## config.mk

```make
export PLATFORM = sky130hd
export DESIGN_NAME = mealy_seq_detector
export DESIGN_NICKNAME = d
export VERILOG_FILES = /design/src/rtl/mealy_seq_detector.sv
export SDC_FILE = /design/constraint.sdc
export NUM_CORES = 1
export LEC_CHECK = 0
export CORE_MARGIN = 4
export CORE_UTILIZATION = 45
export CTS_CLUSTER_SIZE = 25
export DETAILED_ROUTE_END_ITERATION = 7
export GPL_TIMING_DRIVEN = 0
export PLACE_DENSITY = 0.74
export REMOVE_ABC_BUFFERS = 1
export SYNTH_ARGS = -nofsm -noshare
export SYNTH_HDL_FRONTEND = slang
export SYNTH_SLANG_ARGS = --single-unit
```

## constraint.sdc

```tcl
create_clock -name clk -period 4.1 [get_ports clk]
set_input_delay 0.82 -clock clk [delete_from_list [all_inputs] [get_ports clk]]
set_output_delay 0.82 -clock clk [all_outputs]
set_load 0.02 [all_outputs]
```

## src/rtl/mealy_seq_detector.sv

```systemverilog
// Parametrised Mealy serial pattern detector with runtime pattern load, overlap mode and saturating match counter.
// Optional feature macro: MEALY_SEQ_DET_CLR_EN (adds clr_cnt synchronous counter clear).
module mealy_seq_detector #(
  parameter int unsigned    N       = 3,
  parameter logic [N-1:0]   PATTERN = 3'b101,
  parameter int unsigned    OVERLAP = 1,
  parameter int unsigned    CNT_W   = 8
) (
  input  logic             clk,
  input  logic             rst,
  input  logic             en,
  input  logic             I,
  input  logic             load,
  input  logic [N-1:0]     pat_in,
`ifdef MEALY_SEQ_DET_CLR_EN
  input  logic             clr_cnt,
`endif
  output logic             det,
  output logic             det_q,
  output logic [CNT_W-1:0] match_cnt,
  output logic             cnt_sat
);

  localparam int unsigned HW = N - 1;
  localparam int unsigned FW = $clog2(N);
  localparam logic [FW-1:0] FILL_FULL = FW'(N - 1);

  logic [N-1:0]  pat;
  logic [HW-1:0] hist;
  logic [FW-1:0] fill;
  logic          full;
  logic          clr;

  assign full    = (fill == FILL_FULL);
  assign det     = en & ~load & ~rst & full & ({hist, I} == pat);
  assign cnt_sat = &match_cnt;

`ifdef MEALY_SEQ_DET_CLR_EN
  assign clr = clr_cnt;
`else
  assign clr = 1'b0;
`endif

  // Truncating {hist,I} to N-1 bits drops the oldest bit, which also covers N=2.
  always_ff @(posedge clk) begin
    if (rst) begin
      pat       <= PATTERN;
      hist      <= '0;
      fill      <= '0;
      det_q     <= 1'b0;
      match_cnt <= '0;
    end else begin
      det_q <= det;
      if (load) begin
        pat  <= pat_in;
        hist <= '0;
        fill <= '0;
      end else if (en) begin
        if (det && (OVERLAP == 0)) begin
          hist <= '0;
          fill <= '0;
        end else begin
          hist <= HW'({hist, I});
          if (!full) fill <= fill + FW'(1);
        end
      end
      if (clr) begin
        match_cnt <= '0;
      end else if (det && !cnt_sat) begin
        match_cnt <= match_cnt + CNT_W'(1);
      end
    end
  end

endmodule

```

Word level (Yosys, flattened, before mapping)

Cells that the tools add are included.

Bits in writable memories: 0
Latch bits: 0
Bits of input ports: 8
Output and inout bits: 11
Flip-flop bits (word level): 16
Memories kept: 0
Logic and storage cells: 21
Bits in read-only memories: 0

Multipliers: 0
Equal/unequal tests: 2
Reductions and logical operators: 5
Shift-type cells: 0
Divide/modulo/power cells: 0
Bitwise operators: 7
$add $sub $neg: 2
Mux-type cells: 0
Magnitude comparators: 0

Operator list:

| operator                                                      | count |
|---|---|
| 8-bit by 1-bit adder with 8-bit output, second input constant | 1 |
| 8-bit AND reduction                                           | 1 |
| 1-bit bitwise AND                                             | 4 |
| 3-bit == test                                                 | 1 |
| 1-bit NOT                                                     | 3 |
| 2-bit by 1-bit adder with 2-bit output, second input constant | 1 |
| 2-bit == test, second input constant                          | 1 |
| 2-bit AND reduction                                           | 1 |
| 2-bit OR reduction                                            | 1 |
| 1-bit logical AND                                             | 1 |
| 1-bit zero test                                               | 1 |

Longest topological paths before layout

Word-level depth: 6
Mapped depth: 7
Gate-level depth less buffers: 7

Worst setup path after synthesis

No wires, ideal clock.

Path type: input to output
Start point: input load
End point: output det
Slack: 1.781 ns
Stages: 4
Arrival time: 1.499 ns
Path through: buf_6 > and4bb_1 > nand4_2 > inv_1

Cells in the longest elaborated chain, start to end: 5

RTL lines:

| item                            | line | source |
|---|---|---|
| from (decl)                     | 13   | `input logic load,` |
| 1-bit NOT                       | 35   | `assign det = en & ~load & ~rst & full & ({hist, I} == pat);` |
| 1-bit bitwise AND (4 in series) | 35   |  |
| to (decl)                       | 18   | `output logic det,` |

Every way passes these cells.

Final worst setup path

Start point: input rst
End point: output det

Cells in the longest elaborated chain, start to end: 4

RTL lines:

| item                            | line | source |
|---|---|---|
| from (decl)                     | 10   | `input logic rst,` |
| 1-bit NOT                       | 35   |  |
| 1-bit bitwise AND (3 in series) | 35   |  |

Every way passes these cells.

==> impl_metrics.tcl <==
set metrics [dict create \
    outcome "completed" \
    fin_crit_sh_pct 93.8 \
    cp.required_ps 3280 \
    setup_violations 0 \
    numCtsBuffers 3 \
    skew_ps 2.88 \
    overflow 0 \
    r2r_end "match_cnt[4]" \
    cts_buffer_depth 2 \
    synth_edf_count 0 \
    grt_setup_unrepaired "false" \
    regArea_um2 320 \
    insertedDiodeCount 0 \
    tns_ps 0 \
    power.density_nw_per_um2 278 \
    antenna_found_initial 0 \
    final_core_util_pct 61.3 \
    antenna_left 0 \
    cp_data_arrival_time_ps 3030 \
    ios 19 \
    critPathSlowestCell "clkdlybuf4s50_1" \
    worstPathCellList "clkdlybuf4s50_1 -> and4bb_1 -> nand4_2 -> inv_1 -> clkdlybuf4s50_1" \
    synth.avg_cell_area_um2 9.34 \
    startpoint "rst" \
    grt.total_usage_pct 14.4 \
    multi_input_area_um2 379 \
    port_buffers 18 \
    die_x_um 48.7 \
    drt_iter0_markers 4 \
    wl_mm 1.52 \
    ff2ff_setup_slack_ps 2260 \
    endpoint "det" \
    cpPeakStageDelay_ps 670 \
    dominantRegCellSynth "dfxtp_1" \
    dieArea_um2 2380 \
    worst_pin_slew_ps 513 \
    peakVddDrop_uv 306 \
    fin_area_um2 945 \
    hold_path_class "flop to flop" \
    insertion_delay_ps 280 \
    cts_tree "done" \
    start_kind "primary input" \
    crit_path_max_fanout 16 \
    grt_pass1_wl_mm 2.78 \
    hold_viol 0 \
    cp_top_family "buffers and inverters" \
    endpoint_kind "primary output" \
    routedWlPerCell_um 13.4 \
    clock_sinks 16 \
    nFillCells 144 \
    ys_seq_elements 16 \
    max_cap_viol_count 0 \
    grt_pass1_vias 597 \
    ys.warnings.count 0 \
    yosys.area.top_type_share_pct 42.9 \
    htree_levels 1 \
    syn_area_um2 747 \
    dpl.hpwl_mm 1.12 \
    dr.pass1.iters 4 \
    initial_utilization_pct 48.5 \
    cts_root_buffer "clkbuf_4" \
    row_count 14 \
    worstSetupPathType "primary input to primary output" \
    drc 0 \
    hold_buffers 0 \
    final-max-slew-violation-count 0 \
    ys_top_cells_by_area "dfxtp_1 43%, mux2i_1 6.7%, xnor2_1 4.7%, a21oi_1 3.4%, ha_1 3.4%" \
    synth_seq_area_share_pct 42.9 \
    crit_top_cell "clkdlybuf4s50_1" \
    cts.clk_slew.worst_paths_ps 90 \
    fmax_ghz 0.260 \
    num_vias 641 \
    post_dp_cell_area_um2 922 \
    area_growth_pct 26.5 \
    place_congestion 0.702 \
    syn_inst 80 \
    drive_gt1_share_pct 4.12 \
    yosys.area.top_type "dfxtp_1" \
    period_needed_ps 3850 \
    worst-path-buf-inv 3 \
    reg2reg_from "fill[0]" \
    coreArea_um2 1540 \
    leakage_nw 0.337 \
    rr_worst_depth 6 \
    die_y_um 48.7 \
    vias_per_cell 5.67 \
    grt_max_degree 17 \
    cp_num_cells 5 \
    ys_types 29 \
    cts_resized 0 \
    async_flop_share_pct 0 \
    slew_headroom_pct 65.7 \
    final_nets 109 \
    post_cts_buffers 0 \
]
-- cell usage after synthesis (2+ instances only) --
library cell,instances
o31ai_1,2
nor2_1,2
mux2i_1,5
o41ai_1,2
inv_1,6
nand2_1,6
or4_1,3
xnor2_1,4
nand3_1,3
buf_2,2
o21ai_0,2
ha_1,2
and4_1,2
a21oi_1,5
dfxtp_1,16
nor3_1,5
-- layer usage --
layer / up-vias / track usage (%) / share of wire [%]
met4: 0 / 2.69 / 1.1
met3: 2 / 5.83 / 5.1
li1: 328 / - / -
met2: 12 / 22.4 / 45
met1: 299 / 18.9 / 49
met5: - / 0 / 0
-- cells in the final DEF (no fill, tap or decap) --
| master | Yosys | layout |
|---|---|---|
| nor4_1 | 1 | 1 |
| inv_1 | 6 | 6 |
| nand2_1 | 6 | 6 |
| a31oi_1 | 1 | 1 |
| dfxtp_1 | 16 | 16 |
| a21oi_1 | 5 | 5 |
| ha_1 | 2 | 2 |
| nor2b_1 | 1 | 1 |
| o41ai_1 | 2 | 2 |
| mux2i_1 | 5 | 5 |
| or4_1 | 3 | 3 |
| o31a_1 | 1 | 1 |
| o31ai_1 | 2 | 2 |
| a2111oi_0 | 1 | 1 |
| nand3b_1 | 1 | 1 |
| nor2_1 | 2 | 2 |
| clkbuf_4 | 0 | 3 |
| and4bb_1 | 1 | 1 |
| or3_1 | 1 | 1 |
| nand3_1 | 3 | 3 |
| and4_1 | 2 | 2 |
| a211oi_1 | 1 | 1 |
| clkdlybuf4s50_1 | 0 | 18 |
| xnor2_1 | 4 | 4 |
| o21ai_0 | 2 | 2 |
| o311ai_1 | 1 | 1 |
| nand4_2 | 1 | 1 |
| nor3_1 | 5 | 5 |
-- final cells by class --
type / instances / area share [%]
inverter: 6 / 2.38
clock buffer: 3 / 2.38
timing repair buffer: 18 / 19.1
tap: 16 / 2.12
multi-input combinational: 54 / 40.1
sequential: 16 / 33.9
-- cells by family (layout without fill, tap and decap cells) --
kind of cell	after synthesis	in the layout	share of synthesized area, %
simple gates	27	27	21.6
compound gates	16	16	14.4
flops	16	16	42.9
buf+inv	10	27	6.36
mux	5	5	6.70
xor+xnor	4	4	4.69
fa+ha+maj	2	2	3.35
-- registers in the layout, summed over array words and instances (netlist names) --
register / count
fill: 2
det_q: 1
match_cnt: 8
hist: 2
pat: 3
-- where the power goes --
| group | switching (mW) | internal, mW |
|---|---|---|
| registers | 0.00234 | 0.158 |
| logic | 0.00956 | 0.0124 |
| clock network | 0.0455 | 0.0341 |
| total | 0.0574 | 0.205 |
-- through the flow --
stage	instances	total power [mW]	hold slack [ps]	worst slack (ps)
finish	113	0.262	494	253
global route	113	0.278	537	112
CTS	113	0.266	496	260
detailed placement	110	0.186	477	255
global placement	110	0.186	474	253
floorplan	76	0.174	462	1730
-- worst min-delay path by stage --
stage	startpoint	end	slack (ps)	cells after the start
detailed placement	match_cnt[7]	match_cnt[7]	480	1
global route	match_cnt[7]	match_cnt[7]	540	1
finish	match_cnt[7]	match_cnt[7]	490	1
floorplan	pat[0]	pat[0]	460	2
global placement	match_cnt[5]	match_cnt[5]	470	2
CTS	match_cnt[7]	match_cnt[7]	500	1
Power figures use the tool's default switching activity.
